[src/rtl/alu_md_ctrl_unit_pkg.sv]
// Shared encodings for the ALU control decode and the RV32M multiply/divide sequencer.
package alu_md_ctrl_unit_pkg;

  localparam logic [2:0] ALU_OP_Load    = 3'b000;
  localparam logic [2:0] ALU_OP_Arith_I = 3'b001;
  localparam logic [2:0] ALU_OP_Arith   = 3'b010;
  localparam logic [2:0] ALU_OP_PASS    = 3'b011;

  localparam logic [3:0] ALU_ADD  = 4'd0;
  localparam logic [3:0] ALU_SUB  = 4'd1;
  localparam logic [3:0] ALU_AND  = 4'd2;
  localparam logic [3:0] ALU_OR   = 4'd3;
  localparam logic [3:0] ALU_XOR  = 4'd4;
  localparam logic [3:0] ALU_SLL  = 4'd5;
  localparam logic [3:0] ALU_SRL  = 4'd6;
  localparam logic [3:0] ALU_SLT  = 4'd7;
  localparam logic [3:0] ALU_SLTU = 4'd8;
  localparam logic [3:0] ALU_PASS = 4'd9;

  localparam logic [2:0] F3_ADD  = 3'b000;
  localparam logic [2:0] F3_SLL  = 3'b001;
  localparam logic [2:0] F3_SLT  = 3'b010;
  localparam logic [2:0] F3_SLTU = 3'b011;
  localparam logic [2:0] F3_XOR  = 3'b100;
  localparam logic [2:0] F3_SRL  = 3'b101;
  localparam logic [2:0] F3_OR   = 3'b110;
  localparam logic [2:0] F3_AND  = 3'b111;

  localparam logic [6:0] F7_MULDIV = 7'b0000001;

  localparam logic [2:0] F3_MUL    = 3'b000;
  localparam logic [2:0] F3_MULH   = 3'b001;
  localparam logic [2:0] F3_MULHSU = 3'b010;
  localparam logic [2:0] F3_MULHU  = 3'b011;
  localparam logic [2:0] F3_DIV    = 3'b100;
  localparam logic [2:0] F3_DIVU   = 3'b101;
  localparam logic [2:0] F3_REM    = 3'b110;
  localparam logic [2:0] F3_REMU   = 3'b111;

  localparam logic [1:0] MD_IDLE = 2'd0;
  localparam logic [1:0] MD_RUN  = 2'd1;
  localparam logic [1:0] MD_DONE = 2'd2;

  typedef struct packed {
    logic [2:0] f3;
    logic       neg_q;
    logic       neg_r;
  } md_op_t;

  function automatic logic [3:0] f3_to_alu(input logic [2:0] f3);
    case (f3)
      F3_ADD:  return ALU_ADD;
      F3_SLL:  return ALU_SLL;
      F3_SLT:  return ALU_SLT;
      F3_SLTU: return ALU_SLTU;
      F3_XOR:  return ALU_XOR;
      F3_SRL:  return ALU_SRL;
      F3_OR:   return ALU_OR;
      default: return ALU_AND;
    endcase
  endfunction

  function automatic logic md_signed_a(input logic [2:0] f3);
    return (f3 != F3_MULHU) && (f3 != F3_DIVU) && (f3 != F3_REMU);
  endfunction

  function automatic logic md_signed_b(input logic [2:0] f3);
    return md_signed_a(f3) && (f3 != F3_MULHSU);
  endfunction

endpackage

[src/rtl/alu_md_ctrl_unit_if.sv]
// EX-stage bundle between the pipeline and the ALU control / M-extension unit.
interface alu_md_ctrl_unit_if #(
  parameter int XLEN = 32
);
  logic [2:0]      ALUOp;
  logic [2:0]      F3;
  logic [6:0]      F7;
  logic            start;
  logic            flush;
  logic [XLEN-1:0] op_a;
  logic [XLEN-1:0] op_b;
  logic [3:0]      ALUSelection;
  logic            md_sel;
  logic            stall;
  logic            busy;
  logic            done;
  logic [XLEN-1:0] md_result;

  modport master (
    output ALUOp, F3, F7, start, flush, op_a, op_b,
    input  ALUSelection, md_sel, stall, busy, done, md_result
  );

  modport slave (
    input  ALUOp, F3, F7, start, flush, op_a, op_b,
    output ALUSelection, md_sel, stall, busy, done, md_result
  );
endinterface

[src/rtl/alu_md_ctrl_unit_md_iter_core.sv]
// One-bit-per-cycle datapath: shift-add multiply or restoring divide on unsigned magnitudes.
module md_iter_core #(
  parameter int XLEN = 32
) (
  input  logic            clk,
  input  logic            rst,
  input  logic            load,
  input  logic            step,
  input  logic            is_div,
  input  logic [XLEN-1:0] a_mag,
  input  logic [XLEN-1:0] b_mag,
  output logic [XLEN-1:0] acc_next,
  output logic [XLEN-1:0] quo_next,
  output logic [XLEN-1:0] rem_next
);
  logic [XLEN-1:0] acc;
  logic [XLEN-1:0] quo;
  logic [XLEN-1:0] rem;
  logic [XLEN-1:0] divisor;
  logic [XLEN:0]   sum;
  logic [XLEN:0]   shifted;
  logic [XLEN:0]   diff;

  // Next-state values are exported so the final step can be folded into the result write.
  always_comb begin
    sum      = {1'b0, acc} + (quo[0] ? {1'b0, divisor} : '0);
    shifted  = {rem, quo[XLEN-1]};
    diff     = shifted - {1'b0, divisor};
    acc_next = acc;
    quo_next = quo;
    rem_next = rem;
    if (is_div) begin
      rem_next = diff[XLEN] ? shifted[XLEN-1:0] : diff[XLEN-1:0];
      quo_next = {quo[XLEN-2:0], ~diff[XLEN]};
    end else begin
      acc_next = sum[XLEN:1];
      quo_next = {sum[0], quo[XLEN-1:1]};
    end
  end

  always_ff @(posedge clk) begin
    if (rst) begin
      acc     <= '0;
      quo     <= '0;
      rem     <= '0;
      divisor <= '0;
    end else if (load) begin
      acc     <= '0;
      quo     <= a_mag;
      rem     <= '0;
      divisor <= b_mag;
    end else if (step) begin
      acc <= acc_next;
      quo <= quo_next;
      rem <= rem_next;
    end
  end
endmodule

[src/rtl/alu_md_ctrl_unit.sv]
// ALU function decode for RV32I plus the RV32M sequencer FSM, special cases and sign fixup.
module alu_md_ctrl_unit
  import alu_md_ctrl_unit_pkg::*;
#(
  parameter int XLEN  = 32,
  parameter int CNT_W = $clog2(XLEN) + 1
) (
  input logic               clk,
  input logic               rst,
  alu_md_ctrl_unit_if.slave bus
);
  localparam logic [XLEN-1:0] XMIN = {1'b1, {(XLEN-1){1'b0}}};

  logic [1:0]        state;
  logic [CNT_W-1:0]  cnt;
  md_op_t            op_q;
  logic              busy_q;
  logic              done_q;
  logic [XLEN-1:0]   result_q;
  logic [3:0]        sel;
  logic              md_sel;
  logic              accept;
  logic              last_iter;
  logic              sign_a;
  logic              sign_b;
  logic              spec_zero;
  logic              spec_ovf;
  logic [XLEN-1:0]   mag_a;
  logic [XLEN-1:0]   mag_b;
  logic [XLEN-1:0]   special;
  logic [XLEN-1:0]   acc_next;
  logic [XLEN-1:0]   quo_next;
  logic [XLEN-1:0]   rem_next;
  logic [2*XLEN-1:0] prod_fix;
  logic [XLEN-1:0]   quo_fix;
  logic [XLEN-1:0]   rem_fix;
  logic [XLEN-1:0]   final_result;

  assign md_sel    = (bus.ALUOp == ALU_OP_Arith) && (bus.F7 == F7_MULDIV);
  assign accept    = (state == MD_IDLE) && bus.start && md_sel && !bus.flush;
  assign last_iter = (state == MD_RUN) && (cnt == CNT_W'(XLEN - 1));

  always_comb begin
    sel = ALU_PASS;
    case (bus.ALUOp)
      ALU_OP_Load:    sel = ALU_ADD;
      ALU_OP_Arith_I: sel = f3_to_alu(bus.F3);
      ALU_OP_Arith: begin
        if (md_sel)
          sel = ALU_PASS;
        else if ((bus.F3 == F3_ADD) && bus.F7[5])
          sel = ALU_SUB;
        else
          sel = f3_to_alu(bus.F3);
      end
      default:        sel = ALU_PASS;
    endcase
  end

  // Divide-by-zero and MIN/-1 bypass the iterative core entirely.
  always_comb begin
    sign_a    = md_signed_a(bus.F3) && bus.op_a[XLEN-1];
    sign_b    = md_signed_b(bus.F3) && bus.op_b[XLEN-1];
    mag_a     = sign_a ? -bus.op_a : bus.op_a;
    mag_b     = sign_b ? -bus.op_b : bus.op_b;
    spec_zero = bus.F3[2] && (bus.op_b == '0);
    spec_ovf  = bus.F3[2] && !bus.F3[0] && (bus.op_a == XMIN) && (bus.op_b == '1);
    if (spec_zero)
      special = bus.F3[1] ? bus.op_a : '1;
    else
      special = bus.F3[1] ? '0 : XMIN;
  end

  md_iter_core #(.XLEN(XLEN)) u_core (
    .clk      (clk),
    .rst      (rst),
    .load     (accept),
    .step     (state == MD_RUN),
    .is_div   (op_q.f3[2]),
    .a_mag    (mag_a),
    .b_mag    (mag_b),
    .acc_next (acc_next),
    .quo_next (quo_next),
    .rem_next (rem_next)
  );

  always_comb begin
    prod_fix = op_q.neg_q ? -{acc_next, quo_next} : {acc_next, quo_next};
    quo_fix  = op_q.neg_q ? -quo_next : quo_next;
    rem_fix  = op_q.neg_r ? -rem_next : rem_next;
    case (op_q.f3)
      F3_MUL:                        final_result = prod_fix[XLEN-1:0];
      F3_MULH, F3_MULHSU, F3_MULHU:  final_result = prod_fix[2*XLEN-1:XLEN];
      F3_DIV, F3_DIVU:               final_result = quo_fix;
      default:                       final_result = rem_fix;
    endcase
  end

  // Flush outranks everything except reset, including a terminal-count completion.
  always_ff @(posedge clk) begin
    if (rst) begin
      state    <= MD_IDLE;
      cnt      <= '0;
      op_q     <= '0;
      busy_q   <= 1'b0;
      done_q   <= 1'b0;
      result_q <= '0;
    end else if (bus.flush) begin
      state  <= MD_IDLE;
      busy_q <= 1'b0;
      done_q <= 1'b0;
    end else begin
      case (state)
        MD_IDLE: begin
          done_q <= 1'b0;
          if (accept) begin
            busy_q <= 1'b1;
            if (spec_zero || spec_ovf) begin
              state    <= MD_DONE;
              done_q   <= 1'b1;
              result_q <= special;
            end else begin
              state      <= MD_RUN;
              cnt        <= '0;
              op_q.f3    <= bus.F3;
              op_q.neg_q <= sign_a ^ sign_b;
              op_q.neg_r <= sign_a;
            end
          end
        end
        MD_RUN: begin
          if (last_iter) begin
            state    <= MD_DONE;
            done_q   <= 1'b1;
            result_q <= final_result;
          end else begin
            cnt <= cnt + CNT_W'(1);
          end
        end
        default: begin
          state  <= MD_IDLE;
          busy_q <= 1'b0;
          done_q <= 1'b0;
        end
      endcase
    end
  end

  assign bus.ALUSelection = sel;
  assign bus.md_sel       = md_sel;
  assign bus.stall        = md_sel && bus.start && !done_q;
  assign bus.busy         = busy_q;
  assign bus.done         = done_q;
  assign bus.md_result    = result_q;
endmodule
[src/flat_wrapper.sv]
// flat-port wrapper written by rule: the top's interface ports become plain ports
module alu_md_ctrl_unit_flat import alu_md_ctrl_unit_pkg::*;
#(
  parameter int XLEN  = 32,
  parameter int CNT_W = $clog2(XLEN) + 1
)
  (clk, rst, bus_ALUOp, bus_F3, bus_F7, bus_start, bus_flush, bus_op_a, bus_op_b, bus_ALUSelection, bus_md_sel, bus_stall, bus_busy, bus_done, bus_md_result);
  alu_md_ctrl_unit_if #(.XLEN(XLEN)) bus_i ();
  input logic clk;
  input logic rst;
  input wire logic [$bits(bus_i.ALUOp)-1:0] bus_ALUOp;
  input wire logic [$bits(bus_i.F3)-1:0] bus_F3;
  input wire logic [$bits(bus_i.F7)-1:0] bus_F7;
  input wire logic [$bits(bus_i.start)-1:0] bus_start;
  input wire logic [$bits(bus_i.flush)-1:0] bus_flush;
  input wire logic [$bits(bus_i.op_a)-1:0] bus_op_a;
  input wire logic [$bits(bus_i.op_b)-1:0] bus_op_b;
  output wire logic [$bits(bus_i.ALUSelection)-1:0] bus_ALUSelection;
  output wire logic [$bits(bus_i.md_sel)-1:0] bus_md_sel;
  output wire logic [$bits(bus_i.stall)-1:0] bus_stall;
  output wire logic [$bits(bus_i.busy)-1:0] bus_busy;
  output wire logic [$bits(bus_i.done)-1:0] bus_done;
  output wire logic [$bits(bus_i.md_result)-1:0] bus_md_result;
  assign bus_i.ALUOp = bus_ALUOp;
  assign bus_i.F3 = bus_F3;
  assign bus_i.F7 = bus_F7;
  assign bus_i.start = bus_start;
  assign bus_i.flush = bus_flush;
  assign bus_i.op_a = bus_op_a;
  assign bus_i.op_b = bus_op_b;
  assign bus_ALUSelection = bus_i.ALUSelection;
  assign bus_md_sel = bus_i.md_sel;
  assign bus_stall = bus_i.stall;
  assign bus_busy = bus_i.busy;
  assign bus_done = bus_i.done;
  assign bus_md_result = bus_i.md_result;
  alu_md_ctrl_unit #(.XLEN(XLEN), .CNT_W(CNT_W)) u_core (.clk(clk), .rst(rst), .bus(bus_i));
endmodule
[config.mk]
export PLATFORM = sky130hd
export DESIGN_NAME = alu_md_ctrl_unit_flat
export DESIGN_NICKNAME = d
export VERILOG_FILES = /design/src/rtl/alu_md_ctrl_unit_pkg.sv /design/src/rtl/alu_md_ctrl_unit_if.sv /design/src/rtl/alu_md_ctrl_unit_md_iter_core.sv /design/src/rtl/alu_md_ctrl_unit.sv /design/src/flat_wrapper.sv
export SDC_FILE = /design/constraint.sdc
export NUM_CORES = 1
export LEC_CHECK = 0
export ABC_AREA = 1
export ABC_CLOCK_PERIOD_IN_PS = 9000
export BUFFER_PORTS_ARGS = -buffer_cell sky130_fd_sc_hd__buf_4
export CAP_MARGIN = 40
export CORE_MARGIN = 4
export CORE_UTILIZATION = 45
export CTS_CLUSTER_DIAMETER = 120
export DETAILED_ROUTE_END_ITERATION = 10
export PLACE_DENSITY_LB_ADDON = 0.2
export SLEW_MARGIN = 30
export SYNTH_ARGS = -nofsm -noshare
export SYNTH_HDL_FRONTEND = slang
export SYNTH_SLANG_ARGS = --single-unit
[constraint.sdc]
create_clock -name clk -period 9 [get_ports clk]
set_input_delay 0.45 -clock clk [delete_from_list [all_inputs] [get_ports clk]]
set_output_delay 0.45 -clock clk [all_outputs]
set_load 0.02 [all_outputs]
==> results.cfg <==
[worst_setup_path]
crit_type = flop to flop
startpoint_type = flop
cp_slowest_cell = a21oi_1
crit_top_cell = nand2_1
crit_buf_inv = 3
worstPathArrival_ns = 5.25
worst_ep_required_time_ns = 9.40
critPathMaxStageDelay_ns = 0.44
crit_family = simple AND/OR/NAND/NOR gates
cp-end-kind = flop
cp_max_fo = 33

[cells_and_area]
nets = 3457
layout_commonest_cell = nand2_1
drive_above_1_share_pct = 9.46
syn_to_final_growth_pct = 9.62
antenna_cells = 0
layout_common_cells = 836 x nand2_1, 447 x inv_1, 341 x nor2_1
layoutNonFillerInstCount = 3850
fillers = 4418
post-route-util_pct = 49.8
stdcell_area_mm2 = 0.0203

[timing]
worst_slew_pin_slew_ns = 0.870
drv_slew = 0
final.min_clock_period_ns = 4.85
slew_headroom_pct = 41.4
worst_slack_ns = 4.15
fin_crit_sh_pct = 53.9
grt_setup_unrepaired = no
setup_violations = 0
skew_ns = 0.0146
fmax_ghz = 0.206
hold_ws_ns = 0.292
final.setup.tns_ns = 0
hold_violations = 0

[logic_synthesis]
yosysUniqueCellTypes = 60
synth-async-reset-ratio_pct = 0
synth_edf_count = 0
ys_warn_count = 0
yosys_register_bits = 175
ys_seq_area_share_pct = 18.9
synthesis.nets = 3421
synth_area_mm2 = 0.0185
postSynthCellCount = 3269
synth_flop_cell = dfxtp_1
syn_area_per_cell_um2 = 5.66

[pwr]
p_leak_nw = 10.5
peakVddDrop_mv = 0.144
power.share.clock_pct = 44.3
totalPowerFinal_mw = 1.66
p_int_mw = 1.19
p_sw_mw = 0.478
power_density_mw_per_mm2 = 82.0
p_seq_share_pct = 46.5
power_frac_comb_pct = 9.2
swShare_pct = 28.7

[floorplan]
dieWidth_um = 211
die_area_mm2 = 0.0444
die_y_um = 211
start_util_pct = 45.4
num_io_pins = 121
rows = 74
core_mm2 = 0.0407

[drt]
drtAntennaViolNets = 0
routed_wl_um = 76200
drtIter0Drc = 2458
drtPass1Iterations = 6
vias = 22100
drc_errors = 0
wl_per_cell_um = 19.8
vias_per_cell = 5.75

[clock_tree]
cts_tree = yes
clk_pin_slew_ns = 0.08
cts_root_buf = clkbuf_16
numCtsBuffers = 17
cts_buffer_depth = 2
htree_levels = 4
ctsResizeCount = 0
post_cts_buffers = 0
worstSkewPairLatency_ns = 0.47
clock_sinks = 175
hold_buffers = 0

[global_routing]
grt_max_degree = 82
grt_usage_pct = 33.2
grt_overflow = 0
grt_pass1_wl_um = 117000
antenna_found_initial = 0
grt_pass1_vias = 20300

[placement]
place_ws_ns = 4.26
dpl-instance-area_mm2 = 0.0197
portBuffers = 120
dpl.hpwl_um = 60000
place_inst = 3815
gp_congestion = 1.02

[status]
outcome = completed

[min_path]
hold_class = primary input to flop

[job]
cap_violations = 0
worst register-to-register path, delay by kind of cell (launching register included):
family / cells / cell delay, ns
compound gates: 4 / 1.43
fa+ha+maj: 2 / 0.62
buf+inv: 3 / 0.50
simple gates: 17 / 1.94
flops: 1 / 0.32
registers in the layout (all words and copies together), names as in the netlist:
name,cells
u_core.bus.md_result,32
u_core.state,2
u_core.bus.busy,1
u_core.cnt,6
u_core.u_core.quo,32
u_core.bus.done,1
u_core.u_core.divisor,32
u_core.u_core.rem,32
u_core.op_q,5
u_core.u_core.acc,32
Yosys cell counts, drive strengths merged (5+ instances only):
| master | instances | area share [%] |
|---|---|---|
| nor3 | 58 | 1.8 |
| clkbuf | 87 | 1.8 |
| xnor2 | 23 | 1.1 |
| a31oi | 15 | 0.51 |
| or2 | 20 | 0.68 |
| o211ai | 47 | 1.9 |
| a21o | 7 | 0.28 |
| dfxtp | 175 | 19 |
| buf | 39 | 1.3 |
| o21bai | 8 | 0.32 |
| xor2 | 60 | 2.8 |
| o21ai | 306 | 8.5 |
| nand3b | 10 | 0.41 |
| nand2 | 867 | 18 |
| a211oi | 5 | 0.20 |
| o21a | 6 | 0.24 |
| nand3 | 234 | 6.5 |
| nand4 | 46 | 1.6 |
| nor4 | 15 | 0.57 |
| ha | 69 | 4.7 |
| a21oi | 279 | 7.7 |
| inv | 469 | 9.5 |
| nor2 | 384 | 8.7 |
final timing paths:
kind                                             from  slack, ns  cells past startpoint                  endpoint
worst max register to register   u_core.u_core.quo[0]       4.15                     26  u_core.bus.md_result[31]
worst min-delay path                      bus_op_b[1]       0.29                      3  u_core.u_core.divisor[1]
worst max-delay path             u_core.u_core.quo[0]       4.15                     26  u_core.bus.md_result[31]
worst min register to register  u_core.u_core.quo[18]       0.47                      2     u_core.u_core.quo[18]
final cells by class:
class	count	area (µm²)	area share, %
well taps	532	666	3.28
clock buffers	19	433	2.13
multi-input cells	2496	12700	62.5
repair buffers	143	1130	5.56
flip-flops and latches	175	3510	17.3
inverters	472	1770	8.73
clock inverters	13	108	0.531
power groups by stage:
stage | logic [mW] | clock network (mW) | registers [mW]
global route | 0.165 | 0.770 | 0.773
detailed placement | 0.149 | 0 | 0.792
CTS | 0.150 | 0.736 | 0.774
global placement | 0.148 | 0 | 0.792
finish | 0.154 | 0.737 | 0.774
floorplan | 0.0750 | 0 | 0.792
cell families after synthesis:
family	synth area share (%)
compound gates	20.7
xor+xnor	3.93
mux	0.237
fa+ha+maj	4.88
flops	18.9
simple gates	38.6
buf+inv	12.7
layer usage:
metal | track usage, % | wire [µm] | vias up | part of all wire (%)
met5 | 0 | 0 | - | 0
met4 | 12.6 | 2990 | 0 | 3.9
met3 | 4.68 | 6760 | 148 | 8.9
met2 | 52.1 | 33800 | 1053 | 44
met1 | 46.5 | 32600 | 10200 | 43
li1 | - | - | 10700 | -
Power figures use the tool's default switching activity.
